==> config.mk <==
export PLATFORM = sky130hd
export DESIGN_NAME = spi_register_bridge_flat
export DESIGN_NICKNAME = d
export VERILOG_FILES = /design/src/rtl/spi_register_bridge_if.sv /design/src/rtl/spi_register_bridge.sv /design/src/flat_wrapper.sv
export SDC_FILE = /design/constraint.sdc
export NUM_CORES = 1
export LEC_CHECK = 0
export CAP_MARGIN = 20
export CORE_AREA = 5 5 113 115
export CTS_CLUSTER_DIAMETER = 50
export DETAILED_ROUTE_END_ITERATION = 16
export DIE_AREA = 0 0 118 120
export PLACE_DENSITY = 0.65
export SYNTH_ARGS = -nofsm -noshare
export SYNTH_HDL_FRONTEND = slang
export SYNTH_SLANG_ARGS = --single-unit
==> constraint.sdc <==
create_clock -name i_Clock -period 2.7 [get_ports i_Clock]
set_clock_uncertainty 0.15 [all_clocks]
set_input_delay 0.54 -clock i_Clock [delete_from_list [all_inputs] [get_ports i_Clock]]
set_output_delay 0.54 -clock i_Clock [all_outputs]
set_load 0.005 [all_outputs]
==> src/rtl/spi_register_bridge_if.sv <==
// SPI pin bundle plus the register-write port towards the synth core.
// The bridge uses the slave view; the SPI host side uses the master view.
interface spi_register_bridge_if;
   logic        i_Sclk;
   logic        i_Mosi;
   logic        i_CsN;
   logic        o_Miso;
   logic [7:0]  o_RegisterNumber;
   logic [23:0] o_RegisterValue;
   logic        o_RegisterWriteEnable;
   logic        o_FrameError;

   modport slave (
      input  i_Sclk,
      input  i_Mosi,
      input  i_CsN,
      output o_Miso,
      output o_RegisterNumber,
      output o_RegisterValue,
      output o_RegisterWriteEnable,
      output o_FrameError
   );

   modport master (
      output i_Sclk,
      output i_Mosi,
      output i_CsN,
      input  o_Miso,
      input  o_RegisterNumber,
      input  o_RegisterValue,
      input  o_RegisterWriteEnable,
      input  o_FrameError
   );
endinterface

==> src/rtl/spi_register_bridge.sv <==
// SPI mode-0 peripheral: 32-bit frames become single-cycle register write
// strobes (number = bits 31:24, value = bits 23:0). The last committed frame
// is echoed back on MISO during the following frame.
module spi_register_bridge #(
   parameter int SYNC_STAGES = 2
) (
   input logic                  i_Clock,
   input logic                  i_Reset,
   spi_register_bridge_if.slave bus
);

   typedef enum logic [1:0] {
      ST_IDLE,
      ST_SHIFT,
      ST_DONE
   } state_t;

   // Pin order inside the synchronizer bank: 0 = SCLK, 1 = MOSI, 2 = CS_N
   logic [2:0]             pins;
   logic [SYNC_STAGES-1:0] sync_reg [3];

   assign pins = {bus.i_CsN, bus.i_Mosi, bus.i_Sclk};

   genvar gi;
   generate
      for (gi = 0; gi < 3; gi++) begin : g_sync
         // Plain shift-register synchronizer; left unreset so a low CS_N is
         // never mistaken for an assert edge when reset releases.
         always_ff @(posedge i_Clock) begin
            sync_reg[gi] <= {sync_reg[gi][SYNC_STAGES-2:0], pins[gi]};
         end
      end
   endgenerate

   logic sclk_s, mosi_s, csn_s;
   assign sclk_s = sync_reg[0][SYNC_STAGES-1];
   assign mosi_s = sync_reg[1][SYNC_STAGES-1];
   assign csn_s  = sync_reg[2][SYNC_STAGES-1];

   logic sclk_prev_reg;
   logic csn_prev_reg;

   logic sclk_rise, sclk_fall, cs_assert, cs_deassert;
   assign sclk_rise   =  sclk_s & ~sclk_prev_reg;
   assign sclk_fall   = ~sclk_s &  sclk_prev_reg;
   assign cs_assert   = ~csn_s  &  csn_prev_reg;
   assign cs_deassert =  csn_s  & ~csn_prev_reg;

   state_t      state_reg;
   logic [5:0]  count_reg;
   logic [30:0] rx_reg;     // first 31 received bits; the 32nd is taken live
   logic [30:0] tx_reg;     // echo bits still to be shifted out after o_Miso
   logic [31:0] echo_reg;
   logic        miso_reg;
   logic [7:0]  number_reg;
   logic [23:0] value_reg;
   logic        we_reg;
   logic        error_reg;

   // Previous-value registers: during reset they track the synced pins, so a
   // CS_N that is still low afterwards needs a fresh high-low edge.
   always_ff @(posedge i_Clock) begin
      sclk_prev_reg <= sclk_s;
      csn_prev_reg  <= csn_s;
   end

   // Frame FSM with all outputs registered
   always_ff @(posedge i_Clock) begin
      if (i_Reset) begin
         state_reg  <= ST_IDLE;
         count_reg  <= '0;
         rx_reg     <= '0;
         tx_reg     <= '0;
         echo_reg   <= '0;
         miso_reg   <= 1'b0;
         number_reg <= '0;
         value_reg  <= '0;
         we_reg     <= 1'b0;
         error_reg  <= 1'b0;
      end else begin
         we_reg    <= 1'b0;
         error_reg <= 1'b0;
         case (state_reg)
            ST_IDLE: begin
               // SCLK edges are ignored here, including one coincident with the assert
               if (cs_assert) begin
                  count_reg <= '0;
                  tx_reg    <= echo_reg[30:0];
                  miso_reg  <= echo_reg[31];
                  state_reg <= ST_SHIFT;
               end
            end
            ST_SHIFT: begin
               if (cs_deassert) begin
                  // Short frame: drop what was received and flag it
                  error_reg <= 1'b1;
                  state_reg <= ST_IDLE;
               end else begin
                  if (sclk_rise) begin
                     rx_reg    <= {rx_reg[29:0], mosi_s};
                     count_reg <= count_reg + 6'd1;
                     if (count_reg == 6'd31) begin
                        number_reg <= rx_reg[30:23];
                        value_reg  <= {rx_reg[22:0], mosi_s};
                        echo_reg   <= {rx_reg, mosi_s};
                        we_reg     <= 1'b1;
                        state_reg  <= ST_DONE;
                     end
                  end
                  if (sclk_fall) begin
                     miso_reg <= tx_reg[30];
                     tx_reg   <= {tx_reg[29:0], 1'b0};
                  end
               end
            end
            ST_DONE: begin
               // Trailing clocks are ignored; a normal end of frame is not an error
               if (cs_deassert) begin
                  state_reg <= ST_IDLE;
               end
            end
            default: state_reg <= ST_IDLE;
         endcase
      end
   end

   assign bus.o_Miso                = miso_reg;
   assign bus.o_RegisterNumber      = number_reg;
   assign bus.o_RegisterValue       = value_reg;
   assign bus.o_RegisterWriteEnable = we_reg;
   assign bus.o_FrameError          = error_reg;

endmodule
==> src/flat_wrapper.sv <==
// flat-port wrapper written by rule: the top's interface ports become plain ports
module spi_register_bridge_flat 
#(
   parameter int SYNC_STAGES = 2
)
  (i_Clock, i_Reset, bus_i_Sclk, bus_i_Mosi, bus_i_CsN, bus_o_Miso, bus_o_RegisterNumber, bus_o_RegisterValue, bus_o_RegisterWriteEnable, bus_o_FrameError);
  spi_register_bridge_if bus_i ();
  input logic i_Clock;
  input logic i_Reset;
  input wire logic [$bits(bus_i.i_Sclk)-1:0] bus_i_Sclk;
  input wire logic [$bits(bus_i.i_Mosi)-1:0] bus_i_Mosi;
  input wire logic [$bits(bus_i.i_CsN)-1:0] bus_i_CsN;
  output wire logic [$bits(bus_i.o_Miso)-1:0] bus_o_Miso;
  output wire logic [$bits(bus_i.o_RegisterNumber)-1:0] bus_o_RegisterNumber;
  output wire logic [$bits(bus_i.o_RegisterValue)-1:0] bus_o_RegisterValue;
  output wire logic [$bits(bus_i.o_RegisterWriteEnable)-1:0] bus_o_RegisterWriteEnable;
  output wire logic [$bits(bus_i.o_FrameError)-1:0] bus_o_FrameError;
  assign bus_i.i_Sclk = bus_i_Sclk;
  assign bus_i.i_Mosi = bus_i_Mosi;
  assign bus_i.i_CsN = bus_i_CsN;
  assign bus_o_Miso = bus_i.o_Miso;
  assign bus_o_RegisterNumber = bus_i.o_RegisterNumber;
  assign bus_o_RegisterValue = bus_i.o_RegisterValue;
  assign bus_o_RegisterWriteEnable = bus_i.o_RegisterWriteEnable;
  assign bus_o_FrameError = bus_i.o_FrameError;
  spi_register_bridge #(.SYNC_STAGES(SYNC_STAGES)) u_core (.i_Clock(i_Clock), .i_Reset(i_Reset), .bus(bus_i));
endmodule
# --- After elaboration in Yosys (flattened, before gate mapping) ---
# Memory sizes are Yosys's and may differ from the RTL's.
# Cells that the tools add are included.
word_totals:
  ff_bits: 139
  ram_bits: 6
  inputBits: 5
  out_inout_bits: 35
  word_cells: 64
  memories: 1
op_classes:
  addsub: 1
  eq_ne: 10
  muxes: 20
  n_bitwise: 11
  reduce_logical: 9
mem_list:
  columns: ["memory", "words", "word_bits", "rd", "rd_ports_with_merged_regs", "wr", "line", "source"]
  rows:
  - ["u_core.sync_reg", 3, 2, 3, 0, 3, "spi_register_bridge.sv:20", "logic [SYNC_STAGES-1:0] sync_reg [3];"]
op_table:
  columns: ["operator", "count"]
  rows:
  - ["31-bit 2-to-1 mux", 3]
  - ["31-bit case mux with 2 select lines", 1]
  - ["6-bit 2-to-1 mux", 3]
  - ["4-bit AND reduction", 4]
  - ["6-bit case mux with 2 select lines", 1]
  - ["2-bit 2-to-1 mux", 5]
  - ["2-bit by 1-bit inequality test with 1-bit output (second input constant)", 4]
  - ["1-bit inverter", 7]
  - ["6-bit by 1-bit adder with 6-bit output (second input constant)", 1]
  - ["6-bit by 5-bit equality test with 1-bit output (second input constant)", 1]
  - ["3-bit by 1-bit inequality test with 1-bit output (second input constant)", 2]
  - ["2-bit case mux with 3 select lines", 1]
  - ["1-bit 2-to-1 mux", 5]
  - ["1-bit bitwise AND", 4]
  - ["4-bit OR reduction", 1]
  - ["3-bit AND reduction", 1]
  - ["2-bit by 1-bit equality test with 1-bit output (second input constant)", 1]
  - ["2-bit equality test (second input constant)", 1]
  - ["2-bit logical NOT", 1]
  - ["2-bit inequality test (second input constant)", 1]
  - ["1-bit case mux with 2 select lines", 1]
  - ["2-bit nonzero test", 1]
  - ["2-bit OR reduction", 1]

# --- Logic depth before layout (Yosys ltp) ---
# Gate-level depths: netlist (run 1).
depth:
  ltp_word: 5
  depth_mapped: 7
  mapped_depth_nobuf: 4

# --- Worst setup path before layout (run 1) ---
# Ideal clock, no wire load.
synth_path:
  path_kind: "input -> register"
  startpoint: "input port i_Reset"
  endpoint: "register u_core.tx_reg[10]"
  setup_ps: 146
  arrival_ps: 1276
  required_time_ps: 2404
  path_slack_ps: 1128
  cell_stages: 3
  n_path_buf: 2
  cell_sequence: "clkbuf_1 -> clkbuf_1 -> a211oi_2"
synth_rtl:
  columns: ["item", "line", "source"]
  rows:
  - ["from (decl)", "flat_wrapper.sv:9", "input logic i_Reset;"]
  - ["to (signal assigned)", "spi_register_bridge.sv:88", "tx_reg <= echo_reg[30:0];"]
  - ["to (signal assigned)", "spi_register_bridge.sv:112", "tx_reg <= {tx_reg[29:0], 1'b0};"]
  - ["to (decl)", "spi_register_bridge.sv:52", "logic [30:0] tx_reg;"]
# No word-level cell between the ends.

# --- Final worst setup path (run 1) ---
layout_path:
  startpoint: "register u_core.value_reg[8] (netlist: u_core.bus.o_RegisterValue[8])"
  endpoint: "output port bus_o_RegisterValue[8]"
layout_rtl:
  columns: ["item", "line", "source"]
  rows:
  - ["from (decl)", "spi_register_bridge.sv:56", "logic [23:0] value_reg;"]
  - ["from (signal assigned)", "spi_register_bridge.sv:104", "value_reg <= {rx_reg[22:0], mosi_s};"]
  - ["to (decl)", "flat_wrapper.sv:15", "output wire logic [$bits(bus_i.o_RegisterValue)-1:0] bus_o_RegisterValue;"]
# No word-level cell between the ends.

==> results of run 1 <==
==> through the flow <==
stage | util | setup WS (ns)
detailed placement | 0.422 | 0.764
floorplan | - | 1.13
global route | 0.482 | 0.512
finish | 0.482 | 0.657
global placement | 0.422 | 0.801
CTS | 0.482 | 0.651
==> cell type report <==
type | count | area, sq um | share of cell area
multi-input cells | 330 | 2000 | 0.354
flip-flops and latches | 113 | 2260 | 0.401
repair buffers | 48 | 493 | 0.0873
clock inverters | 10 | 228 | 0.0403
well taps | 147 | 184 | 0.0326
clock buffers | 22 | 474 | 0.0840
inverters | 1 | 3.75 | 0.000665
==> cell families (layout without fill, tap and decap cells) <==
kind of cell    Yosys count  after routing  share of synthesized area
mux                      32             32                     0.0711
buf+inv                  45             81                     0.0547
simple gates            161            161                      0.165
flops                   113            113                      0.502
xor+xnor                  1              1                    0.00194
compound gates          135            135                      0.203
fa+ha+maj                 1              1                    0.00278
==> layer usage <==
metal,wire [um],vias to the layer above,GRT usage
li1,-,1758,-
met1,4300,1628,0.163
met2,4470,71,0.221
met3,394,19,0.0410
met4,219,0,0.0695
met5,0,-,0
==> report_power, final <==
part	internal (mW)	leakage, nW	switching (mW)
Combinational	0.0818	0.579	0.128
Sequential	1.71	0.919	0.0255
Clock	1.89	0.340	0.724
==> cell usage in the layout (no fill, tap or decap), types with 2 or more instances in the layout <==
cell / count
clkbuf_16: 17
o32ai_1: 2
mux2i_1: 32
a211oi_1: 3
clkinv_2: 2
buf_12: 3
bufinv_16: 7
dfxtp_1: 112
nand3b_1: 3
nor2_1: 38
a211oi_2: 28
nand2_1: 69
a21oi_1: 64
clkbuf_8: 3
buf_4: 7
clkbuf_1: 2
or4_1: 3
o211ai_1: 3
o21ai_0: 33
nand3_1: 36
clkdlybuf4s50_1: 38
==> worst paths after layout <==
check / startpoint / end / cells past startpoint
worst max register to register: u_core.state_reg[1] / u_core.tx_reg[24] / 5
worst max-delay path: u_core.bus.o_RegisterValue[8] / bus_o_RegisterValue[8] / 1
worst min register to register: u_core.sync_reg[0][2] / u_core.sync_reg[0][3] / 0
worst min-delay path: u_core.sync_reg[0][2] / u_core.sync_reg[0][3] / 0
==> results by group, run 1 <==
Job
  – Max Cap Viol: 0

Critical path
  – Worst path bufs/invs: 1
  – Worst Setup Path Type: reg -> out
  – CP arrival: 1.35 ns
  – CP max stage cell: clkdlybuf4s50_1
  – Setup slack, reg-to-reg: 0.72 ns
  – Startpoint class of the critical path: flop
  – Critical Path Fanout Max: 3
  – WP data required: 2.01 ns
  – Crit. End Element: output port
  – CP top delay family: buffers and inverters
  – Crit-path max cell delay: 0.54 ns
  – Worst path cell trace: clkdlybuf4s50_1

CTS
  – TritonCTS buffer count: 17
  – Clock Latency Late Sink: 0.40 ns
  – CTS hold repair buffers: 0
  – CTS tree: done
  – CTS Sinks: 113
  – Root buffer cell: clkbuf_16
  – Reg clk slew, reported paths: 0.05 ns
  – Clock buffer depth: 2
  – H-tree Lvls: 4
  – # Post-CTS Setup Buffers: 0
  – Post-cts resize count: 0

Logic synthesis
  – Syn Nets: 494
  – Mapped Area: 0.00451 sq mm
  – Synth top area cells: dfxtp_1 50%, a211oi_2 7.8%, a21oi_1 7.1%
  – Yosys Warn Count: 0
  – Count leader, synth: dfxtp_1
  – #FFs+latches synth: 113
  – Area leader, netlist: dfxtp_1
  – Post-synth top cells: 113 x dfxtp_1, 69 x nand2_1, 64 x a21oi_1
  – Ys async rst share: 0
  – Seq/Total Area, Yosys: 0.502
  – Top_reg_cell synth: dfxtp_1
  – Netlist cell types: 34
  – Synth top area share: 0.502
  – Mean Syn Cell Area: 9.24 sq um
  – EDFF count, synth: 0
  – Cells after synthesis: 488

Place
  – Placed Cells incl. Taps: 639
  – I/O Buffers: 39
  – RD Place Congestion: 0.780
  – HPWL Detailed: 5780 um
  – Post-DP Area: 0.00495 sq mm

Global routing
  – Vias in the first global route: 3306
  – GRT Util Overall: 0.136
  – First-pass GRT wire length: 15800 um
  – Largest net degree at the start of global routing: 72
  – Antenna violations before repair: 0
  – Remaining global-route overflow: 0

STA
  – Pins Over Slew Limit: 0
  – Slew @ Worst Pin: 0.612 ns
  – Crit path time final: 2.04 ns
  – Final period utilization: 0.757
  – Hold Violations, Final: 0
  – Min Hold Slack: 0.174 ns
  – Peak Freq: 490 MHz
  – Setup tns final: 0 ns
  – Relative slew slack: 0.592
  – # setup viols final: 0
  – Unrepaired setup endpoints after global routing: false

Routing
  – Post-route ant nets: 0
  – DR vias: 3476
  – Via density: 5.18
  – DRC violations left: 0
  – Wirelength, routed: 9390 um
  – 1st-pass router iterations: 4
  – DRT iter0 DRCs: 296
  – WL/cell: 14.0 um

Die
  – Core box area: 0.0117 sq mm
  – Initial Util: 0.385
  – Rows: 40
  – Die X: 118 um
  – Die area: 0.0142 sq mm
  – Chip height: 120 um
  – I/O pin cnt: 40

Power
  – PwrDens: 809 mW/mm^2
  – Peak VDD IR: 0.484 mV
  – Overall Power: 4.57 mW
  – Leak: 1.84 nW

Finish
  – Design Area, Final: 0.00565 sq mm
  – P&R area growth vs syn: 25.3%
  – N_diodes: 0
  – Non-Filler Instances: 671
  – Nets: 517
  – # fillers: 1070
  – Share of layout cells above drive strength 1: 0.141

Min path
  – HP Class: reg -> reg

Status
  – Status: finished clean
Power figures use the tool's default switching activity.
==> inputs of run 2 (changes only) <==
Clock period 2.7 ns to 1.95 ns, I/O delays scaled along.
==> results by group, run 2 (same netlist as run 1, synthesis figures left out) <==
Routing
  – Post-route ant nets: 0
  – DRT iter0 DRCs: 283
  – WL/cell: 14.2 um
  – DRC violations left: 0
  – Wirelength, routed: 9650 um
  – Via density: 5.20
  – 1st-pass router iterations: 5
  – DR vias: 3533

STA
  – Unrepaired setup endpoints after global routing: false
  – Min Hold Slack: 0.138 ns
  – Final period utilization: 0.971
  – Relative slew slack: 0.643
  – # setup viols final: 0
  – Peak Freq: 528 MHz
  – Hold Violations, Final: 0
  – Pins Over Slew Limit: 0
  – Setup tns final: 0 ns
  – Slew @ Worst Pin: 0.536 ns
  – Crit path time final: 1.89 ns

Job
  – Max Cap Viol: 0

Critical path
  – Worst path cell trace: clkdlybuf4s50_1
  – WP data required: 1.41 ns
  – Setup slack, reg-to-reg: 0.16 ns
  – Worst Setup Path Type: reg -> out
  – Worst path bufs/invs: 1
  – CP max stage cell: clkdlybuf4s50_1
  – Crit. End Element: output port
  – Crit-path max cell delay: 0.53 ns
  – Startpoint class of the critical path: flop
  – Critical Path Fanout Max: 3
  – CP top delay family: buffers and inverters
  – CP arrival: 1.35 ns

Die
  – Chip height: 120 um
  – Rows: 40
  – Core box area: 0.0117 sq mm
  – I/O pin cnt: 40
  – Die area: 0.0142 sq mm
  – Die X: 118 um
  – Initial Util: 0.385

Finish
  – Share of layout cells above drive strength 1: 0.161
  – N_diodes: 0
  – P&R area growth vs syn: 26.0%
  – # fillers: 1104
  – Most frequent cells in the layout: 111 x dfxtp_1, 69 x nand2_1, 64 x a21oi_1
  – Nets: 526
  – Most common cell after layout, fill and taps aside: dfxtp_1

CTS
  – CTS Sinks: 113
  – Clock buffer depth: 2
  – Clock Latency Late Sink: 0.41 ns
  – CTS tree: done
  – TritonCTS buffer count: 17
  – CTS hold repair buffers: 0
  – Reg clk slew, reported paths: 0.05 ns
  – H-tree Lvls: 4
  – Root buffer cell: clkbuf_16

Global routing
  – Antenna violations before repair: 0
  – GRT Util Overall: 0.140
  – Largest net degree at the start of global routing: 51
  – First-pass GRT wire length: 16200 um
  – Vias in the first global route: 3306
  – Remaining global-route overflow: 0

Power
  – PwrDens: 1090 mW/mm^2
  – Leak: 1.85 nW
  – Peak VDD IR: 0.692 mV

Place
  – RD Place Congestion: 0.770
  – HPWL Detailed: 6370 um
  – I/O Buffers: 39

Status
  – Status: finished clean

Min path
  – HP Class: in -> reg
==> run 2: cell types whose count changed in the layout (fill, tap and decap cells not counted), sizes merged <==
cell / change
buf: +9
clkbuf: -4
bufinv: -1
clkinvlp: +4
clkinv: +1
==> run 2: stage by stage <==
step	worst slack, ns	instance area, sq um	util	std cells	power [mW]
2_1_floorplan	0.403	4510	-	488	2.70
3_3_place_gp	0.275	5000	0.427	648	2.74
3_5_place_dp	0.197	5000	0.427	648	2.75
4_1_cts	0.0121	5680	0.485	680	6.24
5_1_grt	0.00579	5680	0.485	680	6.41
6_report	0.0570	5680	0.485	680	6.18
==> run 2: final timing paths <==
path / startpoint / end / depth (start not counted)
setup / recovery: u_core.bus.o_RegisterNumber[7] / bus_o_RegisterNumber[7] / 1
hold / removal: i_Reset / u_core.bus.o_FrameError / 4
setup reg to reg: u_core.state_reg[1] / u_core.bus.o_RegisterNumber[4] / 5
hold reg to reg: u_core.sync_reg[0][0] / u_core.sync_reg[0][1] / 0
==> run 2: where the power goes <==
part           switching, mW  leakage (nW)  total [mW]  internal, mW
Sequential            0.0335         0.919        2.41          2.37
Combinational          0.178         0.618       0.296         0.118
Clock                   1.06         0.314        3.48          2.42
Total                   1.27          1.85        6.18          4.91
==> run 2: per-layer routing <==
| metal | GRT usage | share of wire | up-vias |
|---|---|---|---|
| met3 | 0.0504 | 0.055 | 14 |
| met5 | 0 | 0 | - |
| met1 | 0.179 | 0.46 | 1669 |
| li1 | - | - | 1775 |
| met4 | 0.0595 | 0.012 | 0 |
| met2 | 0.215 | 0.47 | 75 |
==> run 2: layout make-up <==
class                           instances  area, sq um  area share
Inverter                                1         3.75    0.000661
Clock inverter                         14          236      0.0416
Multi-Input combinational cell        330         2000       0.353
Tap cell                              147          184      0.0324
Sequential cell                       113         2260       0.399
Clock buffer                           18          439      0.0773
Timing Repair Buffer                   57          548      0.0965
==> run 2: repair_timing <==
item / 4_1_cts / 5_1_grt
buffers inserted: 0 / 0
hold endpoints to repair: 0 / 0
endpoints found under the setup margin: 0 / 1
resized for setup: 0 / 1
==> inputs of run 3 (changes only) <==
Settings changed: GPL_TIMING_DRIVEN set to 0, SLEW_MARGIN set to 20.
==> results by group, run 3 (same netlist as run 1, synthesis figures left out) <==
Power
  – Gate power share: 0.053
  – Clock power share: 0.554
  – Flop pwr share: 0.393
  – Switching share of power: 0.206
  – Peak VDD IR: 0.652 mV
  – NetSw: 1.26 mW
  – Overall Power: 6.13 mW
  – Internal cell power: 4.86 mW
  – Leak: 1.93 nW
  – PwrDens: 1070 mW/mm^2

Routing
  – Wirelength, routed: 10900 um
  – Met3 wire length: 485 um
  – Met2 WL: 5250 um
  – 1st-pass router iterations: 5
  – Top Metal Used: met4
  – DR vias: 3708
  – WL/cell: 15.5 um
  – Post-route ant nets: 0
  – WL met1: 5010 um
  – DRT iter0 DRCs: 308
  – Via density: 5.24
  – DRC violations left: 0

Die
  – Initial Util: 0.385
  – I/O pin cnt: 40
  – Die area: 0.0142 sq mm
  – Rows: 40
  – Core box area: 0.0117 sq mm
  – Chip height: 120 um
  – Die X: 118 um

Place
  – Placed Cells incl. Taps: 674
  – RD Place Congestion: 0.811
  – I/O Buffers: 39
  – Post-DP Area: 0.00508 sq mm
  – HPWL Detailed: 7960 um
  – Setup slack at placement: -0.383 ns

STA
  – Unrepaired setup endpoints after global routing: false
  – Slew @ Worst Pin: 0.640 ns
  – Peak Freq: 531 MHz
  – Crit path time final: 1.88 ns
  – # setup viols final: 0
  – Final period utilization: 0.966
  – Pins Over Slew Limit: 0
  – Final worst setup slack: 0.0662 ns
  – Setup tns final: 0 ns
  – Min Hold Slack: 0.172 ns
  – Relative slew slack: 0.573
  – Hold Violations, Final: 0

CTS
  – CTS Sinks: 113
  – Clock buffer depth: 2
  – Root buffer cell: clkbuf_16
  – CTS tree: done
  – CTS hold repair buffers: 0
  – H-tree Lvls: 4
  – Reg clk slew, reported paths: 0.05 ns
  – TritonCTS buffer count: 17
  – Clock Latency Late Sink: 0.41 ns

Finish
  – # fillers: 1063
  – Most frequent cells in the layout: 112 x dfxtp_1, 69 x nand2_1, 64 x a21oi_1
  – Sequential cell area: 0.00226 sq mm
  – Share of layout cells above drive strength 1: 0.166
  – Non-Filler Instances: 707
  – P&R area growth vs syn: 27.6%
  – Final core occ: 0.491
  – Design Area, Final: 0.00575 sq mm
  – Most common cell after layout, fill and taps aside: dfxtp_1
  – Nets: 553
  – Multi-input combinational cell area: 0.00200 sq mm
  – N_diodes: 0

Job
  – Max Cap Viol: 0

Global routing
  – Remaining global-route overflow: 0
  – Antenna violations before repair: 0
  – First-pass GRT wire length: 18200 um
  – Largest net degree at the start of global routing: 17
  – Vias in the first global route: 3573
  – GRT Util Overall: 0.161

Critical path
  – Worst path cell trace: clkdlybuf4s50_1
  – Crit. End Element: output port
  – Setup slack, reg-to-reg: 0.17 ns
  – Crit-path max cell delay: 0.54 ns
  – Critical Path Fanout Max: 3
  – WP data required: 1.41 ns
  – R2R cell count: 6
  – Crit path from: u_core.bus.o_RegisterNumber[7]
  – Critical R2R Capture: u_core.bus.o_RegisterValue[7]
  – CP arrival: 1.34 ns
  – Startpoint class of the critical path: flop
  – CP max stage cell: clkdlybuf4s50_1
  – Worst path bufs/invs: 1
  – Reg2reg start: u_core.sync_reg[0][1]
  – CP top delay family: buffers and inverters
  – Worst Setup Path Type: reg -> out

Min path
  – Hold Startpoint: u_core.sync_reg[0][4]
  – Min-Delay Endpoint: u_core.sync_reg[0][5]
  – Hold Path Depth: 0
  – HP Class: reg -> reg

Status
  – Status: finished clean
[run 3: changes by cell type in the layout (fill, tap and decap cells not counted), moves of 3 or more]
cell        change
buf_2          +14
buf_4          -10
buf_6           +5
clkbuf_1       +16
clkbuf_2        +5
clkinvlp_4      -3
[run 3: area by class of cell]
| cell class | instances | area share |
|---|---|---|
| clock inverters | 10 | 0.0313 |
| well taps | 147 | 0.0320 |
| inverters | 1 | 0.000653 |
| multi-input cells | 330 | 0.348 |
| plain buffers | 44 | 0.0433 |
| flip-flops and latches | 113 | 0.394 |
| repair buffers | 40 | 0.0692 |
| clock buffers | 22 | 0.0824 |
[run 3: how the worst max path moves through the flow]
stage                                          end  depth (start not counted)
finish                     bus_o_RegisterNumber[7]                          1
global route        u_core.bus.o_RegisterValue[10]                          6
CTS                         bus_o_RegisterValue[8]                          1
detailed placement               u_core.tx_reg[16]                          4
global placement                 u_core.tx_reg[14]                          4
floorplan           u_core.bus.o_RegisterValue[13]                          6
[run 3: metal layers]
metal	vias up	GRT usage
met2	80	0.261
met3	20	0.0415
li1	1843	-
met1	1765	0.202
met5	-	0
met4	0	0.0731
[run 3: power by group through the flow]
stage	clock network [mW]	registers, mW	logic [mW]
5_1_grt	3.55	2.42	0.356
6_report	3.39	2.41	0.323
3_3_place_gp	0	2.45	0.314
3_5_place_dp	0	2.46	0.322
2_1_floorplan	0	2.45	0.253
4_1_cts	3.42	2.41	0.324
[run 3: timing repair]
item | CTS | global route
endpoints found under the setup margin | 0 | 33
resized for setup | 0 | 12
buffers inserted | 0 | 1
